`src/rtl/mtm_alu_deserializer.sv`:
```
// Serial packet deserializer for the MTM ALU: collects DATA_PKTS data bytes into
// operands B/A, closes each frame with a command packet, and flags data-count and framing errors.
module mtm_alu_deserializer #(
  parameter int unsigned DATA_PKTS = 8
) (
  input  logic        clk,
  input  logic        rst_n,
  input  logic        sin,
  output logic [31:0] A,
  output logic [31:0] B,
  output logic [7:0]  CMD,
  output logic        data_valid,
  output logic        err_data,
  output logic        err_frame
);

  localparam int unsigned BYTE_W  = 8;
  localparam int unsigned DATA_W  = 64;
  localparam int unsigned BCNT_W  = 3;
  localparam int unsigned PCNT_W  = 4;

  localparam logic [2:0] S_IDLE    = 3'd0;
  localparam logic [2:0] S_FLAG    = 3'd1;
  localparam logic [2:0] S_PAYLOAD = 3'd2;
  localparam logic [2:0] S_STOP    = 3'd3;
  localparam logic [2:0] S_RESYNC  = 3'd4;

  localparam logic [PCNT_W-1:0] PCNT_MAX  = '1;
  localparam logic [PCNT_W-1:0] PCNT_FULL = PCNT_W'(DATA_PKTS);

  logic [2:0]        state;
  logic [2:0]        next_state;
  logic [BCNT_W-1:0] bit_cnt;
  logic [PCNT_W-1:0] pkt_cnt;
  logic [BYTE_W-1:0] byte_reg;
  logic [DATA_W-1:0] data_reg;
  logic              is_cmd;

  // State register
  always_ff @(posedge clk or negedge rst_n) begin
    if (!rst_n) state <= S_IDLE;
    else        state <= next_state;
  end

  // Next-state logic; RESYNC requires a high bit before a new start is accepted
  always_comb begin
    next_state = state;
    case (state)
      S_IDLE:    if (!sin) next_state = S_FLAG;
      S_FLAG:    next_state = S_PAYLOAD;
      S_PAYLOAD: if (bit_cnt == BCNT_W'(7)) next_state = S_STOP;
      S_STOP:    next_state = sin ? S_IDLE : S_RESYNC;
      S_RESYNC:  if (sin) next_state = S_IDLE;
      default:   next_state = S_IDLE;
    endcase
  end

  // Datapath and registered one-cycle status pulses
  always_ff @(posedge clk or negedge rst_n) begin
    if (!rst_n) begin
      bit_cnt    <= '0;
      pkt_cnt    <= '0;
      byte_reg   <= '0;
      data_reg   <= '0;
      is_cmd     <= 1'b0;
      A          <= '0;
      B          <= '0;
      CMD        <= '0;
      data_valid <= 1'b0;
      err_data   <= 1'b0;
      err_frame  <= 1'b0;
    end else begin
      data_valid <= 1'b0;
      err_data   <= 1'b0;
      err_frame  <= 1'b0;
      case (state)
        S_FLAG: begin
          is_cmd  <= sin;
          bit_cnt <= '0;
        end
        S_PAYLOAD: begin
          byte_reg <= {byte_reg[BYTE_W-2:0], sin};
          bit_cnt  <= bit_cnt + BCNT_W'(1);
        end
        S_STOP: begin
          if (sin) begin
            if (!is_cmd) begin
              data_reg <= {data_reg[DATA_W-BYTE_W-1:0], byte_reg};
              if (pkt_cnt != PCNT_MAX) pkt_cnt <= pkt_cnt + PCNT_W'(1);
            end else begin
              CMD     <= byte_reg;
              pkt_cnt <= '0;
              if (pkt_cnt == PCNT_FULL) begin
                B          <= data_reg[63:32];
                A          <= data_reg[31:0];
                data_valid <= 1'b1;
              end else begin
                err_data <= 1'b1;
              end
            end
          end else begin
            err_frame <= 1'b1;
            pkt_cnt   <= '0;
          end
        end
        default: ;
      endcase
    end
  end

endmodule

```
`config.mk`:
```
export PLATFORM = sky130hd
export DESIGN_NAME = mtm_alu_deserializer
export DESIGN_NICKNAME = d
export VERILOG_FILES = /design/src/rtl/mtm_alu_deserializer.sv
export SDC_FILE = /design/constraint.sdc
export NUM_CORES = 1
export LEC_CHECK = 0
export CORE_ASPECT_RATIO = 2
export CORE_MARGIN = 3
export CORE_UTILIZATION = 59
export CTS_BUF_LIST = sky130_fd_sc_hd__clkbuf_4
export DETAILED_ROUTE_END_ITERATION = 6
export GPL_ROUTABILITY_DRIVEN = 0
export GPL_TIMING_DRIVEN = 0
export PLACE_DENSITY_LB_ADDON = 0.15
export REMOVE_ABC_BUFFERS = 1
export SLEW_MARGIN = 20
export SYNTH_ARGS = -nofsm -noshare
export SYNTH_HDL_FRONTEND = slang
export SYNTH_SLANG_ARGS = --single-unit
```
`constraint.sdc`:
```
create_clock -name clk -period 3.24 [get_ports clk]
set_input_delay 0.648 -clock clk [delete_from_list [all_inputs] [get_ports clk]]
set_output_delay 0.648 -clock clk [all_outputs]
set_load 0.05 [all_outputs]
```
==> results of run 1 <==
## synthesized netlist by cell type
cell type,instances
mux2_2,92
nand2b_1,3
a2bb2oi_1,1
nor3_1,1
nor2_2,2
nand3_1,2
and2_1,1
o21ai_0,3
nor4_2,1
dfrtp_1,158
buf_4,1
nor2b_1,1
xor2_1,1
and3b_1,1
inv_1,3
a32o_1,1
nor3b_1,2
buf_6,5
nand2_1,3
a21oi_1,4
nor2_1,6
a22o_1,3
mux2_1,54
o21a_1,1
nand3b_2,1
buf_2,9
ha_1,4
## area by class of cell
cell class / instances / area [um^2]
fillers: 671 / 2490
diodes: 1 / 2.502
repair buffers: 89 / 955.9
well taps: 132 / 165.2
clock inverters: 11 / 141.4
flip-flops and latches: 158 / 3954
inverters: 3 / 11.26
multi-input cells: 188 / 1949
clock buffers: 21 / 157.7
## worst paths after layout
path	start	end	slack [ns]	cells after the start
max	sin	A[21]$_DFFE_PN0P_	0.87	7
min	A[23]$_DFFE_PN0P_	A[23]$_DFFE_PN0P_	0.50	1
max reg2reg	state[2]$_DFFE_PN0P_	A[21]$_DFFE_PN0P_	0.91	6
min reg2reg	A[23]$_DFFE_PN0P_	A[23]$_DFFE_PN0P_	0.50	1
max in group asynchronous	rst_n	byte_reg[0]$_DFFE_PN0P_	1.78	3
min in group asynchronous	rst_n	B[30]$_DFFE_PN0P_	0.61	2
## timing repair
item | 4_1_cts | 5_1_grt
hold buffers | 1 | 0
setup endpoints to repair | 0 | 0
endpoints found under the hold margin | 50 | 0
setup buffers | 0 | 0
## power by group
part	internal, mW	switching, mW	total (mW)
combinational	0.432	0.445	0.877
clock	0.567	0.639	1.21
sequential	2.25	0.237	2.48
total	3.25	1.32	4.57
## layer usage
| layer | share of wire (%) | GRT usage, % | routed length, um |
|---|---|---|---|
| met5 | 0 | 0 | 0 |
| met4 | 0.86 | 6.506 | 85 |
| met3 | 3.3 | 5.818 | 322 |
| met2 | 55 | 32.76 | 5457 |
| met1 | 41 | 22.53 | 4013 |
## metrics by stage
step	util, %	worst slack [ns]	hold WS (ns)	cell area (um^2)	setup TNS [ns]
final	74.66	0.8688	0.4963	7337	0
after global routing	74.66	0.7526	0.5185	7337	0
after CTS	74.64	0.7834	0.5006	7335	0
after detailed placement	71.49	0.3234	0.4737	7025	0
after global placement	69.52	-4.325	0.4679	6832	-1024.72
after floorplan	-	-1.835	0.3524	5896	-111.97
## critical path: cells and delay by family
family	cells	cell delay (ns)
buffers and inverters	4	1.30
muxes	1	0.34
and+or+nand+nor	2	0.45
## cells by family (layout without fill, tap and decap cells)
kind of cell | count (synthesis) | in the layout | synth area share (%)
AOI/OAI and AO/OA | 13 | 13 | 1.459
muxes | 146 | 146 | 27.38
xor gates and xnor gates | 1 | 1 | 0.1459
DFF | 158 | 158 | 65.85
buffers and inverters | 18 | 124 | 2.000
adders and majority gates | 4 | 4 | 0.8335
other | 0 | 1 | 0
and+or+nand+nor | 24 | 24 | 2.334
==> out/results.ini, run 1 <==
[detailed_routing]
ant_nets=0
wl_um=9877
detail_route.vias_per_cell=5.312
first_pass_iters=4
initialDrtViolationCount=124
vias=3203
post_drt_wl_per_cell_um=16.38
drc=0

[floorplanning]
row_count=51
die_area_um2=11500
die_h_um=148.7
io_pins=78
core_area_um2=9827
dieWidth_um=77.34
start_util_pct=61.10

[timing]
finalCritPeriodShare_pct=73.19
min_period_ns=2.371
max_slew.worst_pin.slew_ns=0.5627
rsz0062_at_grt=false
hold_viol_final=0
slew_headroom_pct=62.40
fin_skew_ns=0.01641
setup_viol=0
finalMaxSlewViolations=0
fmax_ghz=0.4217

[global_route]
grt_max_degree=109
antenna_found_initial=1
globalRouteOverflowTotal=0
grtUsageTotal_pct=19.02
grt_pass1_wl_um=16930
grt_pass1_vias=3445

[pwr]
p_total_mw=4.569
power_density_nw_per_um2=622.7
ir_drop_v=0.0006301
p_leak_nw=3.604

[layout]
area_delta_synth_final_pct=22.19
layout_common_cells=dfrtp_1, mux2_2, clkdlybuf4s50_1
largest_reg_flops=64
fin_cells=603
nNetsFinal=464
drive_gt1_share_pct=29.79
layout_commonest_cell=dfrtp_1

[cts]
cts_root_buf=clkbuf_4
clk_latency_ns=0.51
cts.clk_slew.worst_paths_ns=0.12
cts_htree_levels=4
numCtsBuffers=17
cts_sinks=158
cts-resized-gates=0
cts_tree=yes
cts_buffer_depth=2

[synthesis]
synth_area_leader_cell=dfrtp_1
syn_area_um2=6005
synthTopCellsByArea=dfrtp_1, mux2_2, mux2_1
ys_seq_area_share_pct=65.85
synth.top_cell.area_share_pct=65.85
synth.avg_cell_area_um2=16.50
ys_types=27
ys_ff_latch=158
synth_warnings=0
syn_inst=364

[setup_path]
start_kind=primary input
worst_setup_path_end_kind=flop
cp_common_cell=buf_4
cpPeakStageDelay_ns=0.61
arrival_ns=2.76
worstPathCellList=clkdlybuf4s50_1 -> nand2_1 -> nor4_4 -> buf_4 -> buf_6 -> buf_4 -> mux2_1
cp_slowest_cell=clkdlybuf4s50_1
crit_type=in2reg
path_max_fanout=12
required_ns=3.63

[placed_design]
dp.cells=569
portBuffers=77
dpl.hpwl_um=6931

[outcome]
outcome=finished clean

[flow_run]
cap_violations=0

[min_path]
hold_path.class=reg2reg

Note: power is estimated with default switching activity, not from simulation.
==> run 2, diff against run 1 <==
--- a/config.mk
+++ b/config.mk
@@ -7,7 +7,7 @@
 export LEC_CHECK = 0
 export CORE_ASPECT_RATIO = 2
 export CORE_MARGIN = 3
-export CORE_UTILIZATION = 59
+export CORE_UTILIZATION = 57
 export CTS_BUF_LIST = sky130_fd_sc_hd__clkbuf_4
 export DETAILED_ROUTE_END_ITERATION = 6
 export GPL_ROUTABILITY_DRIVEN = 0
==> constraint.sdc (replaced) <==
create_clock -name clk -period 2.3 [get_ports clk]
set_input_delay 0.46 -clock clk [delete_from_list [all_inputs] [get_ports clk]]
set_output_delay 0.46 -clock clk [all_outputs]
set_load 0.05 [all_outputs]
==> run 2 against run 1 <==
First-iteration DRC count decreased by 16%. Critical path depth fell by 6. Register-to-register slack got worse by 0.79 ns. Clock skew up 0.0088 ns. Global-route usage down 0.38 points. Combinational power grew 40%. Worst hold slack worse by 0.093 ns.
==> out/results.ini, run 2 (synthesized netlist as in run 1, its figures left out) <==
[outcome]
outcome=finished clean

[global_route]
antenna_found_initial=1  ; unchanged
grt_pass1_wl_um=16970  ; +0.29%
grt_max_degree=108  ; -0.92%
grtUsageTotal_pct=18.63  ; -0.38 points
grt_pass1_vias=3506  ; +1.8%
globalRouteOverflowTotal=0  ; unchanged

[setup_path]
path_max_fanout=2  ; -10
arrival_ns=1.74  ; -1.02 ns
worstPathCellList=clkdlybuf4s50_1
worst_r2r_path_depth=8  ; +2
cpPeakStageDelay_ns=0.81  ; +0.20 ns
cp_top_family=buffers and inverters
cp_slowest_cell=clkdlybuf4s50_1
ff2ff_setup_slack_ns=0.12  ; -0.79 ns
required_ns=1.84  ; -1.79 ns
start_kind=flop
crit_type=reg2out
worstReg2RegStart=pkt_cnt[1]$_DFFE_PN0P_
r2r-end=A[14]$_DFFE_PN0P_
worst_setup_path_end_kind=output pin
cp.buffers_inverters=1  ; -3

[floorplanning]
io_pins=78  ; unchanged
die_area_um2=11880  ; +3.3%
core_area_um2=10210  ; +3.9%
row_count=52  ; +2.0%
dieWidth_um=78.58  ; +1.6%
start_util_pct=58.78  ; -2.3 points
die_h_um=151.2  ; +1.7%

[timing]
finalCritPeriodShare_pct=95.85
max_slew.worst_pin.slew_ns=0.5344  ; -0.02830 ns
slew_headroom_pct=64.26  ; +1.9 points
rsz0062_at_grt=false
hold_viol_final=0  ; unchanged
min_period_ns=2.205
hold_ws_ns=0.4031  ; -0.09324 ns
tns_ns=0  ; unchanged
fmax_ghz=0.4536
finalMaxSlewViolations=0  ; unchanged
setup_viol=0  ; unchanged
fin_skew_ns=0.02524  ; +0.008834 ns

[layout]
largest_reg_flops=64  ; unchanged
nNetsFinal=465  ; +0.22%
drive_gt1_share_pct=29.51  ; -0.28 points
finalInstanceArea_um2=7360  ; +0.31%
layout_commonest_cell=dfrtp_1
fillCellCount=699  ; +4.2%
area_delta_synth_final_pct=22.57
layout_common_cells=dfrtp_1, mux2_2, clkdlybuf4s50_1
fin_cells=607  ; +0.66%

[detailed_routing]
drc=0  ; unchanged
post_drt_wl_per_cell_um=16.17  ; -1.3%
ant_nets=0  ; unchanged
detail_route.vias_per_cell=5.265  ; -0.88%
wl_um=9815  ; -0.63%
first_pass_iters=4  ; unchanged
vias=3196  ; -0.22%
initialDrtViolationCount=104  ; -16%

[cts]
cts_root_buf=clkbuf_4
cts-resized-gates=0  ; unchanged
cts.clk_slew.worst_paths_ns=0.13  ; about the same
cts_tree=yes
numCtsBuffers=17  ; unchanged
clk_latency_ns=0.55  ; +0.04 ns
cts_sinks=158  ; unchanged
cts_htree_levels=4  ; unchanged
cts_buffer_depth=2  ; unchanged

[placed_design]
dpl.hpwl_um=6764  ; -2.4%
dp.cells=573  ; +0.70%
portBuffers=77  ; unchanged
place_area_um2=7048  ; +0.32%

[min_path]
hold_path.class=in2async

[pwr]
power_density_nw_per_um2=875.8  ; +41%
p_total_mw=6.446  ; +41%
ir_drop_v=0.0007587  ; +20%
p_leak_nw=3.603  ; about the same

[flow_run]
cap_violations=0  ; unchanged

==> run 2: changes by cell type in the layout (fill, tap and decap cells not counted) <==
cell and delta:
clkinv_1 +2, inv_6 +3, buf_6 +3, clkinvlp_4 +1, clkinv_2 -2, clkinv_4 -1, clkbuf_4 -3, buf_4 -2
==> run 2: metal layers <==
metal	global-route usage, %	up-vias	routed length, um
met2	31.69	53	5343
met1	22.22	1650	4011
li1	-	1484	-
met4	7.618	0	161
met5	0	-	0
met3	5.119	9	299
==> run 2: report_power, final <==
| group | internal (mW) | switching (mW) |
|---|---|---|
| Combinational | 0.608 | 0.619 |
| Sequential | 3.17 | 0.322 |
| Clock | 0.766 | 0.964 |
==> run 2: metrics by stage <==
step | setup WS [ns] | util, %
finish | 0.09540 | 72.05
global route | 0.0007487 | 72.05
CTS | 0.03278 | 72.02
detailed placement | -0.7467 | 69.00
global placement | -5.177 | 66.92
floorplan | -2.775 | -
==> run 2: how the worst max path moves through the flow <==
| stage | endpoint | cells past startpoint | startpoint | slack, ns |
|---|---|---|---|---|
| after floorplan | B[10]$_DFFE_PN0P_ | 3 | state[2]$_DFFE_PN0P_ | -2.77 |
| after global placement | B[21]$_DFFE_PN0P_ | 4 | sin | -5.18 |
| after detailed placement | A[14]$_DFFE_PN0P_ | 8 | sin | -0.75 |
| after CTS | A[26] | 1 | A[26]$_DFFE_PN0P_ | 0.03 |
| after global routing | A[26] | 1 | A[26]$_DFFE_PN0P_ | 0.0007 |
| final | CMD[5] | 1 | CMD[5]$_DFFE_PN0P_ | 0.1 |
==> run 2: area by class of cell <==
class / instances / area (um^2) / share of cell area (%)
antenna: 1 / 2.502 / 0.03400
inverter: 3 / 11.26 / 0.1530
clock inverter: 14 / 163.9 / 2.227
clock buffer: 18 / 135.1 / 1.836
tap: 135 / 168.9 / 2.295
timing repair buffer: 90 / 974.7 / 13.24
multi-input combinational: 188 / 1949 / 26.49
sequential: 158 / 3954 / 53.72
==> run 2: worst register-to-register path: cells and delay by family (launching register included) <==
kind,cells,cell delay [ns]
buffers and inverters,4,0.69
DFF,1,0.44
and+or+nand+nor,2,0.41
muxes,1,0.36
adders and majority gates,1,0.14
==> run 2: repair_timing <==
item                       in CTS  in global routing
buffers inserted                1                  0
hold endpoints to repair       51                  0
setup endpoints to repair      24                  0
hold buffers                    1                  0
==> run 3, diff against run 2 <==
--- a/config.mk
+++ b/config.mk
@@ -5,12 +5,10 @@
 export SDC_FILE = /design/constraint.sdc
 export NUM_CORES = 1
 export LEC_CHECK = 0
-export CORE_ASPECT_RATIO = 2
 export CORE_MARGIN = 3
 export CORE_UTILIZATION = 57
 export CTS_BUF_LIST = sky130_fd_sc_hd__clkbuf_4
 export DETAILED_ROUTE_END_ITERATION = 6
-export GPL_ROUTABILITY_DRIVEN = 0
 export GPL_TIMING_DRIVEN = 0
 export PLACE_DENSITY_LB_ADDON = 0.15
 export REMOVE_ABC_BUFFERS = 1
==> run 3 against run 2 <==
Global-route usage decreased by 0.47 points. Clock power increased by 10%. Non-clock buffer count increased by 1. Combinational power about the same. Register-to-register slack improved by 0.04 ns. Total power increased by 2.6%. Largest power group unchanged. Worst setup slack improved by 0.022 ns. Routed wire length decreased by 1.0%. Critical endpoint is now A[21]. Clock skew decreased by 0.0085 ns. Highest routed layer unchanged.
==> out/results.ini, run 3 (synthesized netlist as in run 1, its figures left out) <==
[flow_run]
cap_violations=0  ; unchanged

[placed_design]
portBuffers=77  ; unchanged
place_ws_ns=-0.6874  ; +0.05929 ns
place_area_um2=7010  ; -0.53%
place_congestion=0.7867
dpl.hpwl_um=6740  ; -0.35%
dp.cells=570  ; -0.52%

[setup_path]
cp_slowest_cell=clkdlybuf4s50_1
crit_type=reg2out
ff2ff_setup_slack_ns=0.16  ; +0.04 ns
arrival_ns=1.72  ; -0.02 ns
cp.depth=1  ; unchanged
worstReg2RegStart=state[2]$_DFFE_PN0P_
path_max_fanout=2  ; unchanged
worstPathCellList=clkdlybuf4s50_1
cp.buffers_inverters=1  ; unchanged
r2r-end=data_reg[28]$_DFFE_PN0P_
required_ns=1.84  ; about the same
worst_r2r_path_depth=4  ; -4
cpPeakStageDelay_ns=0.81  ; about the same
cp_top_family=buffers and inverters
worst_setup_path_end_kind=output pin
start_kind=flop

[timing]
min_period_ns=2.182  ; -0.02229 ns
hold_viol_final=0  ; unchanged
fmax_ghz=0.4582  ; +1.0%
fin_skew_ns=0.01670  ; -0.008534 ns
hold_ws_ns=0.4812  ; +0.07812 ns
max_slew.worst_pin.slew_ns=0.6456  ; +0.1112 ns
setup_ws_ns=0.1177  ; +0.02229 ns
finalCritPeriodShare_pct=94.88  ; -0.97 points
setup_viol=0  ; unchanged
finalMaxSlewViolations=0  ; unchanged
rsz0062_at_grt=false
slew_headroom_pct=56.86  ; -7.4 points

[layout]
fin_cells=605  ; -0.33%
finalInstanceArea_um2=7378  ; +0.26%
area_delta_synth_final_pct=22.88
utilization_pct=73.79  ; +1.7 points
layout_common_cells=dfrtp_1, mux2_2, clkdlybuf4s50_1
drive_gt1_share_pct=30.08  ; +0.57 points
nNetsFinal=466  ; +0.22%
num_antenna_cells=0  ; -1
layout_commonest_cell=dfrtp_1
largest_reg_flops=64  ; unchanged

[cts]
cts_htree_levels=4  ; unchanged
clk_latency_ns=0.52  ; -0.03 ns
cts_root_buf=clkbuf_4
cts_buffer_depth=2  ; unchanged
numCtsBuffers=17  ; unchanged
cts_sinks=158  ; unchanged
cts_tree=yes
cts.clk_slew.worst_paths_ns=0.12  ; about the same

[detailed_routing]
vias=3197  ; +0.031%
detail_route.vias_per_cell=5.284  ; +0.36%
wl_um=9716  ; -1.0%
drc=0  ; unchanged
first_pass_iters=4  ; unchanged
initialDrtViolationCount=98  ; -5.8%
post_drt_wl_per_cell_um=16.06  ; -0.68%
ant_nets=0  ; unchanged

[global_route]
grt_pass1_vias=3353  ; -4.4%
antenna_found_initial=0  ; -1
grtUsageTotal_pct=18.16  ; -0.47 points
grt_pass1_wl_um=16280  ; -4.1%
grt_max_degree=84  ; -22%
globalRouteOverflowTotal=0  ; unchanged

[pwr]
power_density_nw_per_um2=896.1  ; +2.3%
p_leak_nw=3.627  ; +0.67%
ir_drop_v=0.0006478  ; -15%

[min_path]
hold_path.class=in2async

[floorplanning]
core_area_um2=10000  ; -2.1%
die_h_um=108.6  ; -28%
io_pins=78  ; unchanged
dieWidth_um=108.6  ; +38%
row_count=36  ; -31%
start_util_pct=60.05  ; +1.3 points
die_area_um2=11800  ; -0.63%

[outcome]
outcome=finished clean

==> run 3: cell count changes in the layout (fill, tap and decap cells not counted), sizes merged <==
cell / previous run / this run
inv: 7 / 3
bufinv: 3 / 5
clkbuf: 18 / 20
buf: 13 / 14
clkinv: 4 / 5
clkinvlp: 3 / 2
diode: 1 / 0
==> run 3: worst max-delay path by stage <==
stage | start | end
finish | A[21]$_DFFE_PN0P_ | A[21]
global route | A[29]$_DFFE_PN0P_ | A[29]
CTS | A[10]$_DFFE_PN0P_ | A[10]
detailed placement | sin | B[17]$_DFFE_PN0P_
global placement | sin | B[17]$_DFFE_PN0P_
floorplan | state[2]$_DFFE_PN0P_ | B[10]$_DFFE_PN0P_
==> run 3: timing repair <==
item                       4_1_cts  5_1_grt
hold buffers                     1        0
hold endpoints to repair        75        0
gates resized for setup          0        0
setup buffers                    2        0
setup endpoints to repair       39        0
==> run 3: power breakdown <==
| group | total, mW | internal, mW | switching [mW] |
|---|---|---|---|
| Clock | 1.91 | 1.00 | 0.906 |
| Sequential | 3.48 | 3.17 | 0.314 |
| Combinational | 1.22 | 0.596 | 0.628 |
| Total | 6.61 | 4.76 | 1.85 |
==> run 3: layer usage <==
metal  global-route usage [%]  up-vias  routed length, um
li1                         -     1494                  -
met1                    22.50     1626               4257
met2                    29.26       64               4764
met3                    7.282       13                560
met4                    6.222        0                133
met5                        0        -                  0
==> run 3: stage by stage <==
step / total power, mW / setup TNS [ns]
4_1_cts: 6.693 / 0
3_3_place_gp: 4.660 / -1309.12
6_report: 6.612 / 0
5_1_grt: 6.964 / 0
2_1_floorplan: 4.315 / -212.82
3_5_place_dp: 4.775 / -40.88
==> run 3: area by class of cell <==
| class | count | area (um^2) |
|---|---|---|
| clock inverters | 12 | 192.7 |
| multi-input cells | 188 | 1949 |
| fillers | 653 | 2621 |
| clock buffers | 20 | 150.1 |
| inverters | 3 | 11.26 |
| repair buffers | 91 | 954.7 |
| flip-flops and latches | 158 | 3954 |
| well taps | 133 | 166.4 |
